### config.mk
export PLATFORM = sky130hd
export DESIGN_NAME = multicycle_control
export DESIGN_NICKNAME = d
export VERILOG_FILES = /design/src/rtl/multicycle_control.sv
export SDC_FILE = /design/constraint.sdc
export NUM_CORES = 1
export LEC_CHECK = 0
export ABC_AREA = 1
export BUFFER_PORTS_ARGS = -buffer_cell sky130_fd_sc_hd__buf_4
export CAP_MARGIN = 25
export CORE_MARGIN = 5
export CORE_UTILIZATION = 25
export CTS_CLUSTER_DIAMETER = 200
export DETAILED_ROUTE_END_ITERATION = 12
export GPL_ROUTABILITY_DRIVEN = 0
export PLACE_DENSITY = 0.58
export SLEW_MARGIN = 20
export SYNTH_ARGS = -nofsm -noshare
export SYNTH_HDL_FRONTEND = slang
export SYNTH_SLANG_ARGS = --single-unit
### constraint.sdc
create_clock -name clk -period 2.2 [get_ports clk]
set_input_delay 0.44 -clock clk [delete_from_list [all_inputs] [get_ports clk]]
set_output_delay 0.44 -clock clk [all_outputs]
set_load 0.02 [all_outputs]
### src/rtl/multicycle_control.sv
// Multicycle datapath control FSM: FETCH/DECODE front end with memory, R-type, branch, addi and jump paths.
// Jump support is compiled in only when MULTICYCLE_JUMP_EN is defined; otherwise opcode 000010 is illegal.
module multicycle_control (
    input  logic       clk,
    input  logic       rst,
    input  logic [5:0] instr_op,
    input  logic       mem_ready,
    output logic       pc_write,
    output logic       pc_write_cond,
    output logic       i_or_d,
    output logic       mem_read,
    output logic       mem_write,
    output logic       ir_write,
    output logic       mem_to_reg,
    output logic       reg_dst,
    output logic       reg_write,
    output logic       alu_src_a,
    output logic [1:0] alu_src_b,
    output logic [1:0] alu_op,
    output logic [1:0] pc_source,
    output logic       instr_done,
    output logic       illegal_op,
    output logic [3:0] state
);

    typedef enum logic [3:0] {
        S_FETCH     = 4'd0,
        S_DECODE    = 4'd1,
        S_MEM_ADDR  = 4'd2,
        S_MEM_READ  = 4'd3,
        S_MEM_WB    = 4'd4,
        S_MEM_WRITE = 4'd5,
        S_EXECUTE   = 4'd6,
        S_R_WB      = 4'd7,
        S_BRANCH    = 4'd8,
`ifdef MULTICYCLE_JUMP_EN
        S_JUMP      = 4'd9,
`endif
        S_ADDI_EX   = 4'd10,
        S_ADDI_WB   = 4'd11
    } state_t;

    localparam logic [5:0] OP_RTYPE = 6'b000000;
    localparam logic [5:0] OP_LW    = 6'b100011;
    localparam logic [5:0] OP_SW    = 6'b101011;
    localparam logic [5:0] OP_BEQ   = 6'b000100;
    localparam logic [5:0] OP_ADDI  = 6'b001000;
`ifdef MULTICYCLE_JUMP_EN
    localparam logic [5:0] OP_J     = 6'b000010;
`endif

    state_t r_state;
    state_t w_next_state;

    always_ff @(posedge clk) begin
        if (rst) begin
            r_state <= S_FETCH;
        end else begin
            r_state <= w_next_state;
        end
    end

    assign state = r_state;

    always_comb begin
        w_next_state  = S_FETCH;
        pc_write      = 1'b0;
        pc_write_cond = 1'b0;
        i_or_d        = 1'b0;
        mem_read      = 1'b0;
        mem_write     = 1'b0;
        ir_write      = 1'b0;
        mem_to_reg    = 1'b0;
        reg_dst       = 1'b0;
        reg_write     = 1'b0;
        alu_src_a     = 1'b0;
        alu_src_b     = 2'b00;
        alu_op        = 2'b00;
        pc_source     = 2'b00;
        instr_done    = 1'b0;
        illegal_op    = 1'b0;

        case (r_state)
            S_FETCH: begin
                mem_read  = 1'b1;
                alu_src_b = 2'b01;
                ir_write  = mem_ready;
                pc_write  = mem_ready;
                w_next_state = mem_ready ? S_DECODE : S_FETCH;
            end
            S_DECODE: begin
                alu_src_b = 2'b11;
                case (instr_op)
                    OP_RTYPE:      w_next_state = S_EXECUTE;
                    OP_LW, OP_SW:  w_next_state = S_MEM_ADDR;
                    OP_BEQ:        w_next_state = S_BRANCH;
                    OP_ADDI:       w_next_state = S_ADDI_EX;
`ifdef MULTICYCLE_JUMP_EN
                    OP_J:          w_next_state = S_JUMP;
`endif
                    default: begin
                        w_next_state = S_FETCH;
                        illegal_op   = 1'b1;
                    end
                endcase
            end
            S_MEM_ADDR: begin
                alu_src_a = 1'b1;
                alu_src_b = 2'b10;
                // The opcode can only have become something else if IR was disturbed; abandon safely.
                if (instr_op == OP_LW) begin
                    w_next_state = S_MEM_READ;
                end else if (instr_op == OP_SW) begin
                    w_next_state = S_MEM_WRITE;
                end else begin
                    w_next_state = S_FETCH;
                end
            end
            S_MEM_READ: begin
                mem_read = 1'b1;
                i_or_d   = 1'b1;
                w_next_state = mem_ready ? S_MEM_WB : S_MEM_READ;
            end
            S_MEM_WB: begin
                reg_write  = 1'b1;
                mem_to_reg = 1'b1;
                instr_done = 1'b1;
            end
            S_MEM_WRITE: begin
                mem_write  = 1'b1;
                i_or_d     = 1'b1;
                instr_done = mem_ready;
                w_next_state = mem_ready ? S_FETCH : S_MEM_WRITE;
            end
            S_EXECUTE: begin
                alu_src_a = 1'b1;
                alu_op    = 2'b10;
                w_next_state = S_R_WB;
            end
            S_R_WB: begin
                reg_write  = 1'b1;
                reg_dst    = 1'b1;
                instr_done = 1'b1;
            end
            S_BRANCH: begin
                alu_src_a     = 1'b1;
                alu_op        = 2'b01;
                pc_write_cond = 1'b1;
                pc_source     = 2'b01;
                instr_done    = 1'b1;
            end
`ifdef MULTICYCLE_JUMP_EN
            S_JUMP: begin
                pc_write   = 1'b1;
                pc_source  = 2'b10;
                instr_done = 1'b1;
            end
`endif
            S_ADDI_EX: begin
                alu_src_a = 1'b1;
                alu_src_b = 2'b10;
                w_next_state = S_ADDI_WB;
            end
            S_ADDI_WB: begin
                reg_write  = 1'b1;
                instr_done = 1'b1;
            end
            default: w_next_state = S_FETCH;
        endcase

        // Reset silences every strobe even though the state register may still hold a live state.
        if (rst) begin
            pc_write      = 1'b0;
            pc_write_cond = 1'b0;
            i_or_d        = 1'b0;
            mem_read      = 1'b0;
            mem_write     = 1'b0;
            ir_write      = 1'b0;
            mem_to_reg    = 1'b0;
            reg_dst       = 1'b0;
            reg_write     = 1'b0;
            alu_src_a     = 1'b0;
            alu_src_b     = 2'b00;
            alu_op        = 2'b00;
            pc_source     = 2'b00;
            instr_done    = 1'b0;
            illegal_op    = 1'b0;
        end
    end

endmodule
* Word-level counts from Yosys, hierarchy flattened *
Index checks and enable logic that the tools add are counted.

word-level totals
  register bits = 4
  latch bits = 0
  memory bits (writable) = 0
  memory bits (read-only) = 0
  output and inout bits = 22
  memories kept = 0

operators by class
  add/sub/neg operators = 0
  $mul = 0
  div/mod/pow operators = 0
  magnitude comparators = 0
  equal/unequal tests = 14
  shift-type cells = 0
  mux-type cells = 36
  bitwise gates (word level) = 0
  reductions and logical operators = 10

operator list
  cell                number
  $pmux 4 s7          1
  $mux 1              24
  $eq 4x3->1 const B  4
  $pmux 4 s4          1
  $eq 4x4->1 const B  3
  $eq 6x6->1 const B  2
  $mux 3              4
  $eq 4x2->1 const B  2
  $reduce_or 2->1     4
  $reduce_or 4->1     2
  $eq 6x3->1 const B  1
  $eq 6x4->1 const B  1
  $logic_not 6->1     1
  $mux 2              3
  $pmux 2 s3          1
  $reduce_or 5->1     1
  $eq 4x1->1 const B  1
  $logic_not 4->1     1
  $pmux 2 s2          1
  $reduce_or 3->1     1
  $pmux 1 s2          1

* Longest topological paths before layout *
Gate-level depths: netlist (run 1).

  word-level depth = 5
  depth in mapped cells = 7
  depth with buffers taken out = 7

* Worst setup path before layout (run 1) *
Ideal clock, no wire load.

  path type = input to output
  start = in rst
  end = out illegal_op
  arrival = 1538 ps
  data required time = 1760 ps
  slack = 222 ps
  cell stages on the path = 4
  cells stage by stage = buf_2 -> nor3_2 -> nand3_1 -> nor3_1

on the way
  longest elaborated chain between the ends = 1

RTL lines
  what             RTL line  text
  start, declared  5         input logic rst,
  $mux 1           172       if (rst) begin
  end, declared    22        output logic illegal_op,

Every way passes these cells.

* Worst setup path after layout (run 1) *
  start = reg r_state[1] (netlist: state[1])
  end = out instr_done

on the way
  longest elaborated chain between the ends = 4
  elaborated cells between the ends (all ways) = 8

RTL lines
  what                                      RTL line  text
  start, declared                           52        state_t r_state;
  start signal, assigned                    59        r_state <= w_next_state;
  $eq 4x4->1 or $eq 4x3->1 (tied branches)  83        case (r_state)
  $reduce_or 4->1 (no line)                 n/a
  $pmux 1 s2 (*)                            83
  $mux 1 (*)                                172
  end, declared                             21        output logic instr_done,

Every way passes the cells marked *; elsewhere a longest branch is shown, timed or not.

==> impl_results.md, run 1 <==
- Area delta synth->final: 47.3%
- Critical path data required time: 1.76 ns
- Yosys cell types: 19
- Leak: 0.410 nW
- Die Ht: 55.3 um
- Max Root-Sink Buffers: 2
- Skew final: 0.00287 ns
- Final Routed Wirelength: 1.58 mm
- Fmax achieved: 525 MHz
- Setup Buffers After CTS: 0
- Critical path class: reg2out
- Sequential share of the synthesized area: 0.156
- Largest family of logic cells by synthesized area: simple AND/OR/NAND/NOR gates
- Global route overflow: 0
- Hold Violations, Final: 0
- Simple-Gate Fraction of Synth Area: 0.576
- Number of buffers and inverters on the critical path: 2
- Core area: 0.00196 mm2
- CTS tree: built
- Number of flip-flops in the largest register: 4
- Avg Vias per Cell: 4.39
- First-pass GRT wire length: 2.72 mm
- Clock Latency Late Sink: 0.23 ns
- DR iter-0 viols: 14
- All-layer global routing usage: 0.106
- Placed cell count: 155
- Max_cap viols: 0
- Antenna violations before repair: 0
- Post-synthesis xor/xnor area fraction: 0
- Clock Root Buffer: clkbuf_4
- TritonCTS sink count: 4
- Critical Path Fanout Max: 7
- CP max stage delay: 0.38 ns
- Post-route minimum period: 1.91 ns
- Slowest-stage cell, CP: dfxtp_1
- Hold_buf cts: 0
- DR WL/cell: 9.97 um
- Compound-Gate Fraction of Synth Area: 0.0902
- Largest net degree at the start of global routing: 19
- Post-Synth Adder-Cell Area: 0
- Syn Inst Count: 104
- DRC violations left: 0
- CP cell instances: nor2_1 -> inv_1 -> o21ai_0 -> nand2_1 -> a21oi_1 -> buf_4
- Layout Nets: 142
- Worst hold path type: in2reg
- Layout cells sized above 1: 0.282
- FF+latch area: 80.1 um2
- Yosys reg bits: 4
- Multi-input combinational cell area: 345 um2
- Multiplexer share of the synthesized area: 0
- H-tree depth: 1
- Status: finished, final reports clean
- Final Slew Violations: 0
- Number of global-route vias before repair: 640
- Worst-path clk slew: 0.04 ns
- I/O pin cnt: 31
- Synth Warn #: 0
- RSZ-0062 raised after global routing: false
- Max IR drop VDD: 0.263 mV
- DP Wirelength: 1.36 mm
- Fill count: 231
- Port bufs: 29
- DR vias: 694
- Die span in x: 55.3 um
- Ant diodes: 0
- Setup-failing EPs final: 0
- Cell Count, Final, Fillers Out: 158
- Starting Density: 0.261
- Fin crit share: 0.866
- Num CTS Buffers: 3
- Synthesized cell area: 513 um2
- Startpoint types: flop
- Setup TNS: 0 ns
- CTS resizes: 0
- Cell family with most CP delay: flip-flops
- ANT nets after route: 0
- Syn Nets: 113
- Syn Area/Cell: 4.93 um2
- Pwr Density: 311 mW/mm2
- Die ar.: 0.00306 mm2
- Std cell rows: 16
- Crit end category: output port
- 1st-pass router iterations: 4
- Arrival time worst endpoint: 1.47 ns
layout make-up:
class / count / area share
repair buffers: 29 / 0.288
flip-flops and latches: 4 / 0.106
inverters: 15 / 0.0745
clock buffers: 3 / 0.0298
multi-input cells: 80 / 0.457
well taps: 27 / 0.0447
layer usage:
metal	share of wire	global-route usage	vias to the layer above	routed length, um
met5	0	0	-	0
met4	0	0.0208	0	0
met3	0.062	0.0326	0	98
met2	0.49	0.189	16	769
met1	0.45	0.123	304	708
li1	-	-	374	-
cells by family (layout without fill, tap and decap cells):
family / Yosys count / count (layout)
AO/OA/AOI/OAI: 9 / 9
flip-flops: 4 / 4
AND/OR/NAND/NOR: 70 / 70
buffers and inverters: 20 / 47
other: 1 / 1
worst paths after layout:
check | slack (ns) | cells after the start | to | start
setup reg to reg | 1.04 | 7 | state[0] | state[3]
hold reg to reg | 0.70 | 4 | state[1] | state[0]
hold / removal | 0.52 | 2 | state[1] | rst
setup / recovery | 0.29 | 6 | instr_done | state[1]
where the power goes:
part	total, mW	internal [mW]	switching, mW	leakage [nW]
clock	0.0891	0.0609	0.0282	0.0138
sequential	0.0763	0.0743	0.00205	0.0325
combinational	0.0693	0.0278	0.0415	0.364
total	0.235	0.163	0.0718	0.410
cells in the final DEF, fill, tap and decap left out, drive strengths merged:
cell type / netlist / routed
buf: 5 / 29
nor2: 28 / 28
nand2: 25 / 25
inv: 15 / 15
nand3: 12 / 12
a21oi: 5 / 5
dfxtp: 4 / 4
nor3: 4 / 4
clkbuf: 0 / 3
o21ai: 3 / 3
a31oi: 1 / 1
nor4: 1 / 1
conb: 1 / 1
through the flow:
step / total power [mW] / utilization / worst slack [ns] / hold WS [ns] / cell area (um2)
finish: 0.235 / 0.385 / 0.295 / 0.520 / 756
global route: 0.257 / 0.385 / 0.128 / 0.526 / 756
CTS: 0.241 / 0.385 / 0.277 / 0.512 / 756
detailed placement: 0.147 / 0.374 / 0.486 / 0.691 / 733
global placement: 0.147 / 0.374 / 0.476 / 0.697 / 733
floorplan: 0.119 / - / 0.222 / 0.663 / 513
Yosys cell counts:
master	instances	area share
dfxtp_1	4	0.16
nand2_1	24	0.18
nor3_2	1	0.020
inv_1	13	0.095
buf_4	3	0.044
nor4_1	1	0.012
nor2_1	27	0.20
o21ai_1	1	0.0097
a31oi_1	1	0.012
buf_1	1	0.0073
a21oi_1	5	0.049
nand2_2	1	0.012
buf_2	1	0.0097
o21ai_0	2	0.020
inv_2	2	0.015
conb_1	1	0.0073
nor2_2	1	0.012
nand3_1	12	0.12
nor3_1	3	0.029
Note: power is estimated with default switching activity, not from simulation.
==> inputs of run 2 (changes only) <==
RECOVER_POWER = 100   (was default)
==> impl_results.md, run 2 (synthesis results as in run 1) <==
- Max_cap viols: 0 (unchanged)
- Pwr Density: 336 mW/mm2 (was 311 mW/mm2)
- Hold_buf cts: 0 (unchanged)
- Skew final: 0.00287 ns (about the same)
- Most common cell after layout, fill and taps aside: nor2_1 (was buf_4)
- Pint: 0.158 mW (was 0.163 mW)
- Largest net degree at the start of global routing: 19 (unchanged)
- Switching power: 0.0718 mW (about the same)
- Leak: 0.340 nW (was 0.410 nW)
- Cell area after placement: 733 um2 (unchanged)
- Clock Latency Late Sink: 0.23 ns (about the same)
- CTS resizes: 0 (unchanged)
- Hold Violations, Final: 0 (unchanged)
- Number of buffers and inverters on the critical path: 2 (unchanged)
- Final Slew Violations: 0 (unchanged)
- Post-route minimum period: 1.95 ns (was 1.91 ns)
- Clock share of power: 0.388 (was 0.380)
- Final instance area: 684 um2 (was 756 um2)
- Starting Density: 0.261 (unchanged)
- Fmax achieved: 513 MHz (was 525 MHz)
- Setup TNS: 0 ns (unchanged)
- Number of flip-flops in the largest register: 4 (unchanged)
- Fill count: 251 (was 231)
- All-layer global routing usage: 0.106 (unchanged)
- Max IR drop VDD: 0.262 mV (was 0.263 mV)
- Met3 Track Usage GR: 0.0326 (unchanged)
- Status: finished, final reports clean (unchanged)
- Worst-path clk slew: 0.04 ns (about the same)
- Slowest-stage cell, CP: dfxtp_1 (unchanged)
- Num CTS Buffers: 3 (unchanged)
- DR vias: 697 (was 694)
- DRC violations left: 0 (unchanged)
- DP Wirelength: 1.36 mm (unchanged)
- Global route overflow: 0 (unchanged)
- Area delta synth->final: 33.4% (was 47.3%)
- Combinational power share: 0.280 (was 0.295)
- Cell family with most CP delay: flip-flops (unchanged)
- Setup slack, reg-to-reg: 1.04 ns (about the same)
- Multi-input combinational cell area: 338 um2 (was 345 um2)
- Core area: 0.00196 mm2 (unchanged)
- Die Ht: 55.3 um (unchanged)
- Startpoint types: flop (unchanged)
- Layout Nets: 142 (unchanged)
- Crit-path most repeated cell: nand2_1
- TritonCTS sink count: 4 (unchanged)
- CP max stage delay: 0.46 ns (was 0.38 ns)
- Final Routed Wirelength: 1.64 mm (was 1.58 mm)
- Switching Fraction: 0.313 (was 0.306)
- GR Util met2: 0.189 (unchanged)
- Port bufs: 29 (unchanged)
- I/O pin cnt: 31 (unchanged)
- Worst hold path type: in2reg (unchanged)
- Hold slack: 0.518 ns (was 0.520 ns)
- Number of global-route vias before repair: 640 (unchanged)
- Placed cell count: 155 (unchanged)
- Std cell rows: 16 (unchanged)
- Sequential share of power: 0.332 (was 0.325)
- 1st-pass router iterations: 4 (unchanged)
- Top Usage Layer GRT: met2 (unchanged)
- Critical path class: reg2out (unchanged)
- Arrival time worst endpoint: 1.51 ns (was 1.47 ns)
- First-pass GRT wire length: 2.72 mm (unchanged)
- FF+latch area: 80.1 um2 (unchanged)
- Critical Path Fanout Max: 7 (unchanged)
- Critical path data required time: 1.76 ns (about the same)
- H-tree depth: 1 (unchanged)
- Avg Vias per Cell: 4.41 (was 4.39)
- Crit end category: output port (unchanged)
- Die ar.: 0.00306 mm2 (unchanged)
- Clock Root Buffer: clkbuf_4 (unchanged)
- M1 GR Usage: 0.123 (unchanged)
- Most frequent cells in the layout: 27 x nor2_1, 25 x nand2_1, 17 x clkbuf_1, 14 x inv_1 (was 29 x buf_4, 27 x nor2_1, 24 x nand2_1, 13 x inv_1, 12 x nand3_1)
- Setup-failing EPs final: 0 (unchanged)
- CTS tree: built (unchanged)
- DR WL/cell: 10.3 um (was 9.97 um)
- Layout cells sized above 1: 0.130 (was 0.282)
- DR iter-0 viols: 23 (was 14)
- Util after Layout: 0.349 (was 0.385)
- Fin crit share: 0.887 (was 0.866)
- Max Root-Sink Buffers: 2 (unchanged)
- RSZ-0062 raised after global routing: false (unchanged)
- ANT nets after route: 0 (unchanged)
- Ant diodes: 0 (unchanged)
- CP cell instances: nand2_1 -> inv_1 -> nand2_1 -> a21oi_1 -> clkbuf_1 (was nor2_1 -> inv_1 -> o21ai_0 -> nand2_1 -> a21oi_1 -> buf_4)
- Die span in x: 55.3 um (unchanged)
- Cell Count, Final, Fillers Out: 158 (unchanged)
- Antenna violations before repair: 0 (unchanged)
- Setup Buffers After CTS: 0 (unchanged)
## run 2: changes by cell type in the layout (fill, tap and decap cells not counted)
cell,delta
clkbuf_1,+17
nand2_1,+1
inv_1,+1
inv_2,-1
buf_4,-17
nand2_2,-1
nor3_2,-1
nor3_1,+1
## run 2: power groups by stage
stage	Combinational, mW	Clock, mW	Sequential, mW
3_3_place_gp	0.0693	0	0.0773
5_1_grt	0.0711	0.104	0.0767
4_1_cts	0.0699	0.0951	0.0763
3_5_place_dp	0.0697	0	0.0774
6_report	0.0642	0.0892	0.0762
2_1_floorplan	0.0406	0	0.0787
## run 2: final timing paths
kind,start,endpoint,cells past startpoint
hold reg to reg,state[0],state[1],4
setup reg to reg,state[0],state[2],7
hold / removal,rst,state[1],2
setup / recovery,state[1],alu_src_b[1],5
## run 2: area by class of cell
| class | instances | share of cell area |
|---|---|---|
| clock buffers | 3 | 0.0329 |
| flip-flops and latches | 4 | 0.117 |
| repair buffers | 29 | 0.225 |
| inverters | 15 | 0.0823 |
| multi-input cells | 80 | 0.494 |
| well taps | 27 | 0.0494 |
## run 2: worst register-to-register path, stage by stage, from the launching register on
cell,delay [ns]
dfxtp_1,0.40
inv_1,0.09
nand2_1,0.11
inv_1,0.10
nand2_1,0.12
nand3_1,0.09
nor2_1,0.10
nor2_1,0.04
## run 2: per-layer routing
metal  part of all wire  wire, um
met4                  0         0
met2               0.48       779
met5                  0         0
met1               0.48       777
met3              0.048        78
## run 2: per-stage QoR
stage	power (mW)	worst slack, ns
final	0.230	0.250
after global routing	0.251	0.0717
after global placement	0.147	0.476
after detailed placement	0.147	0.486
after CTS	0.241	0.277
after floorplan	0.119	0.222
